==> config.mk <==
export PLATFORM = sky130hd
export DESIGN_NAME = fifo_wr_arbiter_flat
export DESIGN_NICKNAME = d
export VERILOG_FILES = /design/src/rtl/fifo_wr_arbiter_if.sv /design/src/rtl/fifo_wr_arbiter.sv /design/src/flat_wrapper.sv
export SDC_FILE = /design/constraint.sdc
export NUM_CORES = 1
export LEC_CHECK = 0
export ABC_CLOCK_PERIOD_IN_PS = 9950
export CORE_MARGIN = 2
export CORE_UTILIZATION = 43
export CTS_CLUSTER_SIZE = 14
export DETAILED_ROUTE_END_ITERATION = 10
export PLACE_DENSITY_LB_ADDON = 0.08
export SLEW_MARGIN = 30
export SYNTH_ARGS = -nofsm -noshare
export SYNTH_HDL_FRONTEND = slang
export SYNTH_SLANG_ARGS = --single-unit
==> constraint.sdc <==
create_clock -name clk -period 9.95 [get_ports clk]
set_input_delay 2.4875 -clock clk [delete_from_list [all_inputs] [get_ports clk]]
set_output_delay 2.4875 -clock clk [all_outputs]
set_load 0.02 [all_outputs]
==> src/rtl/fifo_wr_arbiter_if.sv <==
// Write-side bundle between producer engines, the burst arbiter and one sync FIFO.
interface fifo_wr_arbiter_if #(
  parameter int unsigned NREQ = 4,
  parameter int unsigned AW   = 15,
  parameter int unsigned DW   = 18,
  parameter int unsigned BLW  = 8
);
  logic [NREQ-1:0]     req;
  logic [NREQ*BLW-1:0] req_len;
  logic [NREQ-1:0]     req_vld;
  logic [NREQ*DW-1:0]  req_din;
  logic [NREQ-1:0]     gnt;
  logic [AW:0]         room_avail;
  logic                fifo_wen;
  logic [DW-1:0]       fifo_din;
  logic                busy;
  logic [2:0]          cur_id;
  logic                err;

  modport master (
    input  req, req_len, req_vld, req_din, room_avail,
    output gnt, fifo_wen, fifo_din, busy, cur_id, err
  );

  modport slave (
    output req, req_len, req_vld, req_din, room_avail,
    input  gnt, fifo_wen, fifo_din, busy, cur_id, err
  );
endinterface

==> src/rtl/fifo_wr_arbiter.sv <==
// Round-robin burst arbiter for one FIFO write port; a burst is granted only if it fits.
// Optional idle-word watchdog enabled by defining FIFO_ARB_TIMEOUT_EN.
module fifo_wr_arbiter #(
  parameter int unsigned NREQ   = 4,
  parameter int unsigned AW     = 15,
  parameter int unsigned DW     = 18,
  parameter int unsigned BLW    = 8,
  parameter int unsigned TO_CYC = 64
) (
  input logic              clk,
  input logic              rst_n,
  fifo_wr_arbiter_if.master bus
);
  localparam int unsigned IW = 3;
  localparam int unsigned CW = ((AW + 1) > BLW) ? (AW + 1) : BLW;

  typedef enum logic [1:0] {IDLE, ARB, BURST, DRAIN} state_t;

  state_t          state, state_nxt;
  logic [NREQ-1:0] gnt_q, gnt_nxt;
  logic            fifo_wen_q, fifo_wen_nxt;
  logic [DW-1:0]   fifo_din_q, fifo_din_nxt, cur_din;
  logic            busy_q;
  logic [IW-1:0]   cur_id_q, cur_id_nxt, rr_ptr, rr_ptr_nxt, cand, idx;
  logic [BLW-1:0]  cnt, cnt_nxt, cand_len, burst_len;
  logic            drain, drain_nxt, err_q, err_nxt;
  logic [7:0]      req8;
  logic            any_req, found, fits, accept, last_word, to_hit;

  // Round-robin search starting just after the last granted requester
  always_comb begin
    req8  = 8'(bus.req);
    cand  = '0;
    idx   = '0;
    found = 1'b0;
    for (int unsigned i = 1; i <= NREQ; i++) begin
      idx = IW'((32'(rr_ptr) + i) % NREQ);
      if (!found && req8[idx]) begin
        found = 1'b1;
        cand  = idx;
      end
    end
  end

  always_comb begin
    cand_len = '0;
    cur_din  = '0;
    for (int unsigned i = 0; i < NREQ; i++) begin
      if (cand == IW'(i))     cand_len = bus.req_len[i*BLW +: BLW];
      if (cur_id_q == IW'(i)) cur_din  = bus.req_din[i*DW +: DW];
    end
  end

  assign any_req   = |bus.req;
  assign burst_len = (cand_len == '0) ? BLW'(1) : cand_len;
  assign fits      = CW'(bus.room_avail) >= CW'(burst_len);
  assign accept    = |(gnt_q & bus.req_vld);
  assign last_word = accept && (cnt == BLW'(1));

`ifdef FIFO_ARB_TIMEOUT_EN
  localparam int unsigned TW = $clog2(TO_CYC + 1);
  logic [TW-1:0] idle_cnt, idle_nxt;

  assign to_hit = (state == BURST) && !accept && (idle_cnt == TW'(TO_CYC - 1));

  // Cycles since the last accepted word of the current burst
  always_comb begin
    idle_nxt = '0;
    if (state == BURST && !accept && !to_hit) idle_nxt = idle_cnt + TW'(1);
  end

  always_ff @(posedge clk or negedge rst_n) begin
    if (!rst_n) idle_cnt <= '0;
    else        idle_cnt <= idle_nxt;
  end
`else
  assign to_hit = 1'b0;
`endif

  always_ff @(posedge clk or negedge rst_n) begin
    if (!rst_n) begin
      state      <= IDLE;
      gnt_q      <= '0;
      fifo_wen_q <= 1'b0;
      fifo_din_q <= '0;
      busy_q     <= 1'b0;
      cur_id_q   <= '0;
      rr_ptr     <= IW'(NREQ - 1);
      cnt        <= '0;
      drain      <= 1'b0;
      err_q      <= 1'b0;
    end else begin
      state      <= state_nxt;
      gnt_q      <= gnt_nxt;
      fifo_wen_q <= fifo_wen_nxt;
      fifo_din_q <= fifo_din_nxt;
      busy_q     <= (state_nxt != IDLE);
      cur_id_q   <= cur_id_nxt;
      rr_ptr     <= rr_ptr_nxt;
      cnt        <= cnt_nxt;
      drain      <= drain_nxt;
      err_q      <= err_nxt;
    end
  end

  always_comb begin
    state_nxt = state;
    case (state)
      IDLE:    if (any_req) state_nxt = ARB;
      ARB: begin
        if (!any_req)  state_nxt = IDLE;
        else if (fits) state_nxt = BURST;
      end
      BURST:   if (last_word || to_hit) state_nxt = DRAIN;
      DRAIN:   if (drain) state_nxt = any_req ? ARB : IDLE;
      default: state_nxt = IDLE;
    endcase
  end

  // Blocked head-of-line candidate is never skipped, so long bursts cannot starve
  always_comb begin
    gnt_nxt      = gnt_q;
    cur_id_nxt   = cur_id_q;
    rr_ptr_nxt   = rr_ptr;
    cnt_nxt      = cnt;
    fifo_wen_nxt = 1'b0;
    fifo_din_nxt = fifo_din_q;
    err_nxt      = 1'b0;
    drain_nxt    = 1'b0;
    case (state)
      ARB: begin
        if (any_req && fits) begin
          gnt_nxt    = NREQ'(1) << cand;
          cur_id_nxt = cand;
          rr_ptr_nxt = cand;
          cnt_nxt    = burst_len;
        end
      end
      BURST: begin
        if (accept) begin
          fifo_wen_nxt = 1'b1;
          fifo_din_nxt = cur_din;
          cnt_nxt      = cnt - BLW'(1);
          if (last_word) gnt_nxt = '0;
        end else if (to_hit) begin
          gnt_nxt = '0;
          err_nxt = 1'b1;
        end
      end
      DRAIN:   drain_nxt = !drain;
      default: ;
    endcase
  end

  assign bus.gnt      = gnt_q;
  assign bus.fifo_wen = fifo_wen_q;
  assign bus.fifo_din = fifo_din_q;
  assign bus.busy     = busy_q;
  assign bus.cur_id   = cur_id_q;
  assign bus.err      = err_q;

endmodule

==> src/flat_wrapper.sv <==
// flat-port wrapper written by rule: the top's interface ports become plain ports
module fifo_wr_arbiter_flat 
#(
  parameter int unsigned NREQ   = 4,
  parameter int unsigned AW     = 15,
  parameter int unsigned DW     = 18,
  parameter int unsigned BLW    = 8,
  parameter int unsigned TO_CYC = 64
)
  (clk, rst_n, bus_req, bus_req_len, bus_req_vld, bus_req_din, bus_room_avail, bus_gnt, bus_fifo_wen, bus_fifo_din, bus_busy, bus_cur_id, bus_err);
  fifo_wr_arbiter_if #(.NREQ(NREQ), .AW(AW), .DW(DW), .BLW(BLW)) bus_i ();
  input logic clk;
  input logic rst_n;
  input wire logic [$bits(bus_i.req)-1:0] bus_req;
  input wire logic [$bits(bus_i.req_len)-1:0] bus_req_len;
  input wire logic [$bits(bus_i.req_vld)-1:0] bus_req_vld;
  input wire logic [$bits(bus_i.req_din)-1:0] bus_req_din;
  input wire logic [$bits(bus_i.room_avail)-1:0] bus_room_avail;
  output wire logic [$bits(bus_i.gnt)-1:0] bus_gnt;
  output wire logic [$bits(bus_i.fifo_wen)-1:0] bus_fifo_wen;
  output wire logic [$bits(bus_i.fifo_din)-1:0] bus_fifo_din;
  output wire logic [$bits(bus_i.busy)-1:0] bus_busy;
  output wire logic [$bits(bus_i.cur_id)-1:0] bus_cur_id;
  output wire logic [$bits(bus_i.err)-1:0] bus_err;
  assign bus_i.req = bus_req;
  assign bus_i.req_len = bus_req_len;
  assign bus_i.req_vld = bus_req_vld;
  assign bus_i.req_din = bus_req_din;
  assign bus_i.room_avail = bus_room_avail;
  assign bus_gnt = bus_i.gnt;
  assign bus_fifo_wen = bus_i.fifo_wen;
  assign bus_fifo_din = bus_i.fifo_din;
  assign bus_busy = bus_i.busy;
  assign bus_cur_id = bus_i.cur_id;
  assign bus_err = bus_i.err;
  fifo_wr_arbiter #(.NREQ(NREQ), .AW(AW), .DW(DW), .BLW(BLW), .TO_CYC(TO_CYC)) u_core (.clk(clk), .rst_n(rst_n), .bus(bus_i));
endmodule
After elaboration in Yosys (flattened, before gate mapping)
Index checks and enable logic that the tools add are counted.
{"block": "totals", "reg_bits": 40, "out_inout_bits": 28, "inputBits": 130}
{"block": "classes", "bitwise": 1, "shift": 1, "add_sub_neg": 5, "magnitude_cmp": 5, "n_mux": 41, "n_eq_ne": 13, "reduce_logical": 21}
{"cell": "18-bit 2-to-1 mux", "n": 4}
{"cell": "8-bit 2-to-1 mux", "n": 7}
{"cell": "16-bit by 8-bit greater-or-equal comparator with 1-bit output", "n": 1}
{"cell": "2-bit by 4-bit less-than comparator with 1-bit output, second input constant", "n": 4}
{"cell": "8-bit one-hot mux with 2 select lines", "n": 1}
{"cell": "3-bit by 2-bit equality test with 1-bit output, second input constant", "n": 4}
{"cell": "2-bit 2-to-1 mux", "n": 6}
{"cell": "4-bit 2-to-1 mux", "n": 3}
{"cell": "1-bit 2-to-1 mux", "n": 11}
{"cell": "3-bit 2-to-1 mux", "n": 3}
{"cell": "1-bit binary-select mux with 2-bit select", "n": 4}
{"cell": "8-bit by 1-bit equality test with 1-bit output, second input constant", "n": 1}
{"cell": "8-bit logical NOT", "n": 1}
{"cell": "2-bit one-hot mux with 4 select lines", "n": 1}
{"cell": "4-bit one-hot mux with 2 select lines", "n": 1}
{"cell": "4-bit OR reduction", "n": 2}
{"cell": "8-bit by 1-bit subtractor with 8-bit output, second input constant", "n": 1}
{"cell": "3-bit by 1-bit equality test with 1-bit output, second input constant", "n": 2}
{"cell": "3-bit logical NOT", "n": 2}
{"cell": "2-bit by 1-bit inequality test with 1-bit output, second input constant", "n": 3}
{"cell": "1-bit logical AND", "n": 5}
{"cell": "2-bit by 1-bit adder with 2-bit output, second input constant", "n": 2}
{"cell": "2-bit adder, second input constant", "n": 2}
{"cell": "4-bit AND", "n": 1}
{"cell": "other kinds (9)", "n": 15}

Longest topological paths before layout
{"block": "depth", "ltp_word": 25, "depth_mapped": 16, "depth_no_buf": 14}

Worst setup path before layout
OpenSTA, ideal clock, no wires.
{"block": "synth_timing", "path_type": "input port to flip-flop", "from": "input port bus_req[1]", "to": "register u_core.cnt[2]", "required_ns": 9.829, "path_stages": 16, "arrival_time_ns": 5.413, "path_buffers": 2, "path_slack_ns": 4.416, "cell_sequence": "a21o_1 a31oi_4 buf_6 mux2i_1 mux2i_1 nor4_2 a21o_1 ha_1 nand2b_1 a211oi_1 o21ai_1 a31oi_1 o21ai_1 and2_1 clkbuf_1 a22o_1"}
{"block": "synth_between", "elab_chain_len": 23}
{"item": "from (decl)", "line_no": "flat_wrapper.sv:14", "source": "input wire logic [$bits(bus_i.req)-1:0] bus_req;"}
{"item": "1-bit binary-select mux with 2-bit select", "line_no": "fifo_wr_arbiter.sv:38", "source": "if (!found && req8[idx]) begin"}
{"item": "1-bit 2-to-1 mux (not written as such)", "line_no": "fifo_wr_arbiter.sv:38"}
{"item": "1-bit 2-to-1 mux", "line_no": "fifo_wr_arbiter.sv:38"}
{"item": "1-bit logical NOT", "line_no": "fifo_wr_arbiter.sv:38"}
{"item": "1-bit logical AND", "line_no": "fifo_wr_arbiter.sv:38"}
{"item": "1-bit 2-to-1 mux", "line_no": "fifo_wr_arbiter.sv:38"}
{"item": "1-bit logical NOT", "line_no": "fifo_wr_arbiter.sv:38"}
{"item": "1-bit logical AND", "line_no": "fifo_wr_arbiter.sv:38"}
{"item": "(+4 left out)"}
{"item": "3-bit logical NOT", "line_no": "fifo_wr_arbiter.sv:49", "source": "if (cand == IW'(i)) cand_len = bus.req_len[i*BLW +: BLW];"}
{"item": "8-bit 2-to-1 mux (4 in series)", "line_no": "fifo_wr_arbiter.sv:49"}
{"item": "8-bit logical NOT", "line_no": "fifo_wr_arbiter.sv:55", "source": "assign burst_len = (cand_len == '0) ? BLW'(1) : cand_len;"}
{"item": "8-bit 2-to-1 mux", "line_no": "fifo_wr_arbiter.sv:55"}
{"item": "16-bit by 8-bit greater-or-equal comparator with 1-bit output", "line_no": "fifo_wr_arbiter.sv:56", "source": "assign fits = CW'(bus.room_avail) >= CW'(burst_len);"}
{"item": "1-bit logical AND", "line_no": "fifo_wr_arbiter.sv:132", "source": "if (any_req && fits) begin"}
{"item": "2-bit by 1-bit inequality test with 1-bit output (no source line)"}
{"item": "3-bit AND reduction (no source line)"}
{"item": "to (signal assigned)", "line_no": "fifo_wr_arbiter.sv:100", "source": "cnt <= cnt_nxt;"}
{"item": "to (decl)", "line_no": "fifo_wr_arbiter.sv:25", "source": "logic [BLW-1:0] cnt, cnt_nxt, cand_len, burst_len;"}
Parallel ways exist; a longest one is shown, timed or not. The select of a mux whose other input is x is not followed.
A chain may end at the register's enable or synchronous reset.

Final worst setup path
{"block": "layout_timing", "from": "input port bus_req[3]", "to": "register u_core.gnt_q[3] (netlist: u_core.bus.gnt[3])"}
{"block": "layout_between", "elab_chain_len": 23}
{"item": "1-bit binary-select mux with 2-bit select", "line_no": "fifo_wr_arbiter.sv:38"}
{"item": "1-bit 2-to-1 mux (not written as such)", "line_no": "fifo_wr_arbiter.sv:38"}
{"item": "1-bit 2-to-1 mux", "line_no": "fifo_wr_arbiter.sv:38"}
{"item": "1-bit logical NOT", "line_no": "fifo_wr_arbiter.sv:38"}
{"item": "1-bit logical AND", "line_no": "fifo_wr_arbiter.sv:38"}
{"item": "1-bit 2-to-1 mux", "line_no": "fifo_wr_arbiter.sv:38"}
{"item": "1-bit logical NOT", "line_no": "fifo_wr_arbiter.sv:38"}
{"item": "1-bit logical AND", "line_no": "fifo_wr_arbiter.sv:38"}
{"item": "(+4 left out)"}
{"item": "3-bit logical NOT", "line_no": "fifo_wr_arbiter.sv:49"}
{"item": "8-bit 2-to-1 mux (4 in series)", "line_no": "fifo_wr_arbiter.sv:49"}
{"item": "8-bit logical NOT", "line_no": "fifo_wr_arbiter.sv:55"}
{"item": "8-bit 2-to-1 mux", "line_no": "fifo_wr_arbiter.sv:55"}
{"item": "16-bit by 8-bit greater-or-equal comparator with 1-bit output", "line_no": "fifo_wr_arbiter.sv:56"}
{"item": "1-bit logical AND", "line_no": "fifo_wr_arbiter.sv:132"}
{"item": "2-bit by 1-bit inequality test with 1-bit output (no source line)"}
{"item": "4-bit AND reduction (no source line)"}
{"item": "to (signal assigned)", "line_no": "fifo_wr_arbiter.sv:94", "source": "gnt_q <= gnt_nxt;"}
{"item": "to (decl)", "line_no": "fifo_wr_arbiter.sv:20", "source": "logic [NREQ-1:0] gnt_q, gnt_nxt;"}
Parallel ways exist; a longest one is shown, timed or not. The select of a mux whose other input is x is not followed.

==> results_dict.tcl <==
set metrics [dict create \
    outcome "finished, final reports clean" \
    p_leak_nw 1.872 \
    fmax_mhz 151.9 \
    final_cell_mix "clkdlybuf4s50_1, dfrtp_1, mux2_2" \
    end_kind "flop" \
    setup_viol 0 \
    grt_setup_unrepaired "no" \
    hold_violations 0 \
    place_congestion 0.8900 \
    cp.required_ns 10.13 \
    drc 0 \
    synth_ff_type "dfrtp_1" \
    crit_arrival_ns 6.76 \
    setup.worst_path.start_class "primary input" \
    placed_cells 471 \
    fin_nets 545 \
    synth-edff-count 0 \
    start_util_pct 44.93 \
    worstMarginPinSlew_ns 0.9411 \
    holdBufCountCts 0 \
    num_vias 2642 \
    clk-insertion-delay-late_ns 0.29 \
    ant_nets 0 \
    clk_path_buf_depth 2 \
    antenna_found_initial 0 \
    finalNonFillerCells 479 \
    placementRows 29 \
    ys_types 44 \
    crit_fanout 23 \
    fillerInstances 504 \
    core_um2 6386 \
    synth.avg_cell_area_um2 11.38 \
    finalCritPeriodShare_pct 66.14 \
    seq_area_frac_synth_pct 34.10 \
    criticalPathCategory "in2reg" \
    grt_pass1_vias 2748 \
    skew_ns 0.01084 \
    timing.setup.tns_ns 0 \
    clkSlewWorstSetupHoldPaths_ns 0.07 \
    grt_max_degree 40 \
    pre_cts_ws_ns 3.080 \
    io_buffer_count 155 \
    drtIter0Drc 117 \
    drt_wl_total_mm 7.925 \
    final.min_clock_period_ns 6.581 \
    drive_above_1_share_pct 15.67 \
    multi_input_area_um2 1764 \
    syn_inst 252 \
    area_growth_pct 58.74 \
    area.sequential_um2 978.4 \
    cts_made_buffers 5 \
    fp.dieH_um 85.68 \
    syn_area_um2 2869 \
    hold_path.class "reg2reg" \
    dr.pass1.iters 4 \
    grt_first_pass_wirelength_mm 13.06 \
    detail_route.vias_per_cell 5.516 \
    clockRootBuffer "clkbuf_8" \
    final_common_cell "clkdlybuf4s50_1" \
    dp_hpwl_mm 6.405 \
    n_antenna_cell 0 \
    cts_setup_buffers 0 \
    slew_viol_final 0 \
    numClockSinks 39 \
    globalRouteOverflowTotal 0 \
    relSlewSlack_pct 37.26 \
    async_flop_share_pct 100.0 \
    ctsResizeCount 0 \
    placed_area_um2 4442 \
    die_area_um2 7341 \
    cts_tree "done" \
    maxCapViolations 0 \
    p_per_area_nw_per_um2 255.6 \
    design_area_um2 4554 \
    yosys_warnings 0 \
    vdd_drop_max_v 0.0001521 \
    io-pin-count 158 \
    track_usage_pct 22.17 \
    die_w_um 85.68 \
    cts.htree.levels 2 \
    ys_ff_latch 39 \
    wl_per_cell_um 16.54 \
    worst_slack_ns 3.369 \
]
## Yosys cell counts (2+ instances only)
cell type  instances  area [µm²]
a211oi_1           4       30.03
clkbuf_1           8       30.03
or3_1              3       18.77
nor4_2             2       25.02
mux4_2            18       405.4
nor3_1             2       10.01
a21o_1             3       22.52
o21ai_1            4       20.02
a21oi_1            7       35.03
nor4_1             2       12.51
mux2_2            27       304.0
o21ai_0            4       20.02
nand2b_1           5       31.28
o22ai_1            6       37.54
nand3_1            7       35.03
inv_1             13       48.80
dfstp_2            2       52.55
buf_2              2       10.01
a31oi_1            6       37.54
mux2i_1           23       230.2
dfrtp_1           37       925.9
a22oi_1            2       15.01
nor3b_1            4       30.03
nor2b_1            4       25.02
nor2_1             6       22.52
a22o_1             2       17.52
ha_1              14       175.2
buf_4              4       30.03
nand2_1           16       60.06
## cell type report
cell class                 instances  area share [%]
timing repair buffer             156           34.12
multi-input combinational        186           38.74
inverter                          13           1.071
sequential                        39           21.48
clock inverter                     3          0.9615
clock buffer                       5           1.511
tap                               77           2.115
## sequential cells by signal, summed over array words and instances (netlist names)
signal	cells
u_core.bus.fifo_din	18
u_core.cnt	8
u_core.bus.gnt	4
u_core.bus.cur_id	2
u_core.rr_ptr	2
u_core.state	2
u_core.bus.busy	1
u_core.bus.fifo_wen	1
u_core.drain	1
## power breakdown
| part | internal, mW | switching [mW] | leakage, nW |
|---|---|---|---|
| sequential | 0.240 | 0.0696 | 0.469 |
| clock | 0.0747 | 0.0574 | 0.0581 |
| combinational | 0.386 | 0.335 | 1.34 |
| total | 0.701 | 0.462 | 1.87 |
## metal layers
layer	wire length, µm	vias to the layer above	track usage [%]
met5	0	-	0
met2	4334	98	40.98
met1	3027	1287	26.26
met4	102	0	5.339
met3	461	12	4.620
li1	-	1245	-
## worst max-delay path: stages
cell and delay [ns]:
clkdlybuf4s50_1 0.55, nand3b_1 0.14, a31oi_4 0.72, mux2i_1 0.28, mux2i_1 0.17, nor4_2 0.39, a21o_1 0.16, ha_1 0.11
nand2b_1 0.10, a211oi_1 0.08, o21ai_1 0.16, a31oi_1 0.14, o21ai_1 0.53, o211a_2 0.37, mux2_2 0.35
## path summary, 6_finish.rpt
| kind | slack (ns) | cells past startpoint | end | startpoint |
|---|---|---|---|---|
| worst max-delay path | 3.37 | 15 | u_core.bus.gnt[3]$_DFFE_PN0P_ | bus_req[3] |
| worst min-delay path | 0.51 | 1 | u_core.bus.fifo_din[8]$_DFFE_PN0P_ | u_core.bus.fifo_din[8]$_DFFE_PN0P_ |
| worst max register to register | 5.54 | 14 | u_core.bus.gnt[3]$_DFFE_PN0P_ | u_core.rr_ptr[1]$_DFFE_PN1P_ |
| worst min register to register | 0.51 | 1 | u_core.bus.fifo_din[8]$_DFFE_PN0P_ | u_core.bus.fifo_din[8]$_DFFE_PN0P_ |
| max in group asynchronous | 7.10 | 1 | u_core.cnt[1]$_DFFE_PN0P_ | rst_n |
| min in group asynchronous | 2.29 | 1 | u_core.bus.fifo_din[1]$_DFFE_PN0P_ | rst_n |
## through the flow
step	util [%]	total power [mW]	hold WS, ns
2_1_floorplan	-	0.7920	0.4353
3_3_place_gp	69.55	1.023	0.4558
3_5_place_dp	69.55	1.037	0.4896
4_1_cts	71.32	1.171	0.5014
5_1_grt	71.32	1.254	0.5172
6_report	71.32	1.164	0.5058
## cell families (layout without fill, tap and decap cells)
kind of cell | Yosys count | count (layout) | share of synthesized area (%)
AOI/OAI and AO/OA | 46 | 46 | 11.69
adders and majority gates | 14 | 14 | 6.106
buffers and inverters | 28 | 177 | 4.536
DFF | 39 | 39 | 34.10
muxes | 68 | 68 | 32.75
other | 1 | 2 | 0.1307
and+or+nand+nor | 56 | 56 | 10.68
Power figures use the tool's default switching activity.
